==> config.mk <==
export PLATFORM = sky130hd
export DESIGN_NAME = uart_tx_arb_serializer
export DESIGN_NICKNAME = d
export VERILOG_FILES = /design/src/rtl/uart_tx_pkg.sv /design/src/rtl/rr_arbiter.sv /design/src/rtl/uart_tx_arb_serializer.sv
export SDC_FILE = /design/constraint.sdc
export NUM_CORES = 1
export LEC_CHECK = 0
export ABC_AREA = 1
export CAP_MARGIN = 0
export CORE_MARGIN = 2
export CORE_UTILIZATION = 48
export DETAILED_ROUTE_END_ITERATION = 16
export MAX_ROUTING_LAYER = met4
export PLACE_DENSITY = 0.76
export SYNTH_ARGS = -nofsm -noshare
export SYNTH_HDL_FRONTEND = slang
export SYNTH_SLANG_ARGS = --single-unit
export TNS_END_PERCENT = 100
==> constraint.sdc <==
create_clock -name clk -period 1.7 [get_ports clk]
set_input_delay 0.425 -clock clk [delete_from_list [all_inputs] [get_ports clk]]
set_output_delay 0.425 -clock clk [all_outputs]
set_load 0.02 [all_outputs]
==> src/rtl/uart_tx_pkg.sv <==
// rtl/uart_tx_pkg.sv - shared types and helpers for the UART TX arbitrating serializer
package uart_tx_pkg;

  typedef enum logic [2:0] {
    ST_IDLE,
    ST_POP,
    ST_LOAD,
    ST_HDR,
    ST_DATA
  } tx_arb_state_e;

  localparam int HDR_CH_W = 4;

  // Channel index occupies the low nibble; the base supplies the upper bits.
  function automatic logic [7:0] hdr_byte(input logic [7:0] base, input logic [HDR_CH_W-1:0] ch);
    return base | {{(8-HDR_CH_W){1'b0}}, ch};
  endfunction

endpackage

==> src/rtl/rr_arbiter.sv <==
// rtl/rr_arbiter.sv - combinational round-robin pick, searching upward from last_grant+1
module rr_arbiter #(
  parameter int N = 2,
  localparam int W = (N > 1) ? $clog2(N) : 1
) (
  input  logic [N-1:0] req,
  input  logic [W-1:0] last_grant,
  input  logic         en,
  output logic [W-1:0] grant,
  output logic         valid
);

  logic [W-1:0] idx;

  // Walk from the farthest candidate back to the nearest so the nearest one wins.
  always_comb begin
    grant = '0;
    valid = 1'b0;
    idx   = '0;
    for (int k = N; k >= 1; k--) begin
      idx = W'((int'(last_grant) + k) % N);
      if (en && req[idx]) begin
        grant = idx;
        valid = 1'b1;
      end
    end
  end

endmodule

==> src/rtl/uart_tx_arb_serializer.sv <==
// rtl/uart_tx_arb_serializer.sv - round-robin drain of reply FIFOs into the byte-wide UART TX stream
module uart_tx_arb_serializer
  import uart_tx_pkg::*;
#(
  parameter int           NUM_CH     = 2,
  parameter int           WORD_BYTES = 2,
  parameter bit           HDR_EN     = 1'b1,
  parameter logic [7:0]   HDR_BASE   = 8'hA0,
  localparam int          CW         = (NUM_CH > 1) ? $clog2(NUM_CH) : 1,
  localparam int          FW         = 8 * WORD_BYTES
) (
  input  logic                 clk,
  input  logic                 rst,
  input  logic [NUM_CH-1:0]    fifo_empty,
  output logic [NUM_CH-1:0]    fifo_rd_en,
  input  logic [NUM_CH*FW-1:0] fifo_rd_data,
  output logic [7:0]           tx_data,
  output logic                 tx_valid,
  input  logic                 tx_ready,
  output logic                 busy,
  output logic [CW-1:0]        active_ch
);

  localparam int BW = $clog2(WORD_BYTES + 1);

  tx_arb_state_e       state;
  logic [CW-1:0]       ch;
  logic [CW-1:0]       last_ch;
  logic [FW-1:0]       shift;
  logic [BW-1:0]       byte_cnt;
  logic [CW-1:0]       gnt;
  logic                gnt_valid;
  logic [FW-1:0]       rd_word;
  logic [HDR_CH_W-1:0] ch_hdr;

  assign rd_word   = fifo_rd_data[int'(ch)*FW +: FW];
  assign ch_hdr    = HDR_CH_W'(ch);
  assign active_ch = ch;

  rr_arbiter #(.N(NUM_CH)) u_arb (
    .req        (~fifo_empty),
    .last_grant (last_ch),
    .en         (state == ST_IDLE),
    .grant      (gnt),
    .valid      (gnt_valid)
  );

  always_ff @(posedge clk or posedge rst) begin
    if (rst) begin
      state      <= ST_IDLE;
      ch         <= '0;
      last_ch    <= CW'(NUM_CH - 1);
      shift      <= '0;
      byte_cnt   <= '0;
      fifo_rd_en <= '0;
      tx_valid   <= 1'b0;
      tx_data    <= '0;
      busy       <= 1'b0;
    end else begin
      case (state)
        ST_IDLE: begin
          if (gnt_valid) begin
            ch         <= gnt;
            fifo_rd_en <= NUM_CH'(1) << gnt;
            busy       <= 1'b1;
            state      <= ST_POP;
          end
        end
        ST_POP: begin
          fifo_rd_en <= '0;
          state      <= ST_LOAD;
        end
        ST_LOAD: begin
          // FIFO data arrives one cycle after the pop, so it is captured here.
          byte_cnt <= '0;
          tx_valid <= 1'b1;
          if (HDR_EN) begin
            shift   <= rd_word;
            tx_data <= hdr_byte(HDR_BASE, ch_hdr);
            state   <= ST_HDR;
          end else begin
            shift   <= rd_word >> 8;
            tx_data <= rd_word[7:0];
            state   <= ST_DATA;
          end
        end
        ST_HDR: begin
          if (tx_ready) begin
            tx_data <= shift[7:0];
            shift   <= shift >> 8;
            state   <= ST_DATA;
          end
        end
        ST_DATA: begin
          if (tx_ready) begin
            if (byte_cnt == BW'(WORD_BYTES - 1)) begin
              tx_valid <= 1'b0;
              tx_data  <= '0;
              last_ch  <= ch;
              busy     <= 1'b0;
              state    <= ST_IDLE;
            end else begin
              tx_data  <= shift[7:0];
              shift    <= shift >> 8;
              byte_cnt <= byte_cnt + BW'(1);
            end
          end
        end
        default: state <= ST_IDLE;
      endcase
    end
  end

endmodule
==> flow_metrics.py <==
metrics = {
    "run_status": {
        "outcome": "finished clean",
    },
    "routing": {
        "antenna_left": 0,
        "wl_per_cell_um": 11.71,
        "wl_mm": 4.485,
        "num_vias": 1865,
        "viasPerCell": 4.869,
        "drt_pass1_iterations": 4,
        "drt_iter0_drc": 107,
        "drc_errors": 0,
    },
    "sta": {
        "fin_crit_ps": 1658,
        "max_slew.worst_pin.slew_ps": 294.9,
        "maxSlewViolCount": 0,
        "hold-worst-slack_ps": 444.4,
        "finalHoldViolCount": 0,
        "maxSlewHeadroom_pct": 80.29,
        "setup_viol_count_final": 0,
        "clock-skew-final_ps": 3.371,
        "fin_setup_tns_ps": 0,
        "rsz0062_at_grt": "false",
        "fmax_mhz": 603.2,
        "fin_crit_sh_pct": 97.53,
    },
    "power_and_ir_drop": {
        "p_clk_share_pct": 14.4,
        "power.leakage_nw": 1.516,
        "p_per_area_nw_per_um2": 1721,
        "power.switching_mw": 2.021,
        "p_comb_share_pct": 54.6,
        "power_frac_seq_pct": 31.0,
        "swShare_pct": 44.56,
        "intPower_mw": 2.515,
        "peakVddDrop_v": 0.001314,
    },
    "floorplan": {
        "start_util_pct": 51.17,
        "coreArea_sq_um": 3744,
        "ios": 50,
        "rows": 22,
        "die_y_um": 67.17,
        "die_w_um": 67.17,
        "fp.dieArea_sq_um": 4512,
    },
    "worst_setup_path": {
        "crit_path_top_delay_cell": "clkdlybuf4s50_1",
        "rrSetupSlack_ps": 90,
        "cp_top_family": "buffers and inverters",
        "critPathMaxFanout": 2,
        "worst-setup-path-type": "reg2out",
        "critPathCaptureType": "output pin",
        "r2r-start": "state[1]$_DFFE_PP0P_",
        "worstPathRequired_ps": 1270,
        "crit_buf_inv": 1,
        "rr_worst_depth": 7,
        "timing.rr.end": "state[0]$_DFFE_PP0P_",
        "path_cells": "clkdlybuf4s50_1",
        "critPathMaxStageDelay_ps": 600,
        "cp-start-kind": "flip-flop",
        "critical_path_arrival_ps": 1230,
    },
    "clock_network": {
        "clock_sinks": 35,
        "cts-root-buf": "clkbuf_8",
        "cts-hold-fix-buffers": 0,
        "cts-buffers-inserted": 5,
        "ctsLongestPathBuffers": 2,
        "clock_latency_ps": 290,
        "h-tree-depth": 2,
        "clk_pin_slew_ps": 70,
        "cts_tree": "yes",
        "postCtsSetupBuffers": 0,
    },
    "cells_and_area": {
        "diodes": 0,
        "syn_to_final_growth_pct": 37.62,
        "fin_nets": 372,
        "final_cell_mix": "nand2_1 (134), clkdlybuf4s50_1 (40), dfrtp_1 (34), nand3_1 (33), inv_1 (20)",
        "final_common_cell": "nand2_1",
        "drive_gt1_share_pct": 9.254,
    },
    "worst_hold_path": {
        "hold_path.class": "in2async",
    },
    "global_routing": {
        "grt_max_degree": 25,
        "grt_pass1_wl_mm": 7.389,
        "grt_remaining_overflow": 0,
        "track_usage_pct": 22.80,
        "grt_pass1_vias": 1672,
        "antenna_found_initial": 0,
    },
    "synth": {
        "yosysSeqAreaShare_pct": 45.79,
        "synth_area_sq_um": 1916,
        "syn_inst": 277,
        "yosysUniqueCellTypes": 20,
        "syn_avg_cell_area_sq_um": 6.915,
        "synth_fp_nets": 315,
        "yosysWarnings": 0,
        "ys_seq_elements": 35,
    },
    "place": {
        "numPortBuffers": 49,
        "place_congestion": 0.9218,
        "dp_hpwl_mm": 3.112,
    },
    "job": {
        "cap_viol_max_count": 0,
    },
}
==> Yosys cell counts (all sizes together) <==
cell	number	area [sq um]
inv	20	75.07
ha	1	12.51
clkinv	1	3.750
o21ai	8	40.03
buf	10	66.30
clkbuf	2	7.510
dfrtp	34	850.8
nand2	140	538.0
nor2	14	55.06
a21oi	10	50.05
dfstp	1	26.28
nand3	36	190.2
==> registers in the layout, summed over array words and instances (netlist names) <==
register,flops
tx_valid,1
busy,1
active_ch,1
shift,16
state,3
fifo_rd_en,2
last_ch,1
tx_data,8
byte_cnt,2
==> final cells by class <==
class                           count  area [sq um]
Clock buffer                        8         100.1
Fill cell                         338          1107
Inverter                           21         78.83
Multi-Input combinational cell    210         920.9
Sequential cell                    35         877.1
Tap cell                           48         60.06
Timing Repair Buffer               61         599.3
==> stage by stage <==
step           worst slack [ps]  util [%]  cell area [sq um]  cells  power (mW)
2_1_floorplan             278.8         -               1916    277       3.104
3_3_place_gp             -2.430     66.31               2482    374       3.739
4_1_cts                   7.460     68.95               2581    382       4.469
3_5_place_dp             -25.01     66.31               2482    374       3.804
6_report                  42.04     70.42               2636    383       4.536
5_1_grt                  0.4127     70.42               2636    383       4.975
==> power groups by stage <==
stage	clock, mW	combinational, mW	sequential, mW
final	0.652	2.48	1.41
after global routing	0.699	2.83	1.45
after detailed placement	0	2.39	1.42
after CTS	0.663	2.40	1.41
after global placement	0	2.33	1.41
after floorplan	0	1.56	1.54
==> timing repair <==
action / in CTS / in global routing
cloned: 0 / 1
gates resized for setup: 1 / 14
hold endpoints to repair: 0 / 0
endpoints found under the setup margin: 1 / 32
pin swaps: 0 / 1
==> per-layer routing <==
layer | wire length, um | GRT usage, % | vias to the layer above
li1 | - | - | 973
met5 | 0 | - | -
met3 | 267 | 5.500 | 6
met4 | 74 | 8.418 | 0
met1 | 2173 | 30.15 | 832
met2 | 1969 | 34.16 | 54
==> logic make-up after synthesis <==
logic type / after synthesis / share of synthesized area [%]
buffers and inverters: 33 / 7.968
AO/OA/AOI/OAI: 18 / 4.702
flip-flops: 35 / 45.79
adder cells (fa/ha/maj): 1 / 0.6531
AND/OR/NAND/NOR: 190 / 40.89
==> worst min-delay path, delay by kind of cell <==
family                 cells  cell delay [ps]
buffers and inverters      3              670
==> worst max-delay path by stage <==
| stage | from | end | depth (start not counted) |
|---|---|---|---|
| finish | busy$_DFFE_PP0P_ | busy | 1 |
| global route | tx_data[3]$_DFFE_PP0P_ | tx_data[3] | 1 |
| CTS | tx_valid$_DFFE_PP0P_ | tx_valid | 1 |
| detailed placement | tx_ready | shift[1]$_DFFE_PP0P_ | 6 |
| global placement | tx_ready | shift[7]$_DFFE_PP0P_ | 6 |
| floorplan | active_ch$_DFFE_PP0P_ | shift[14]$_DFFE_PP0P_ | 7 |
(Power assumes the default switching activity.)
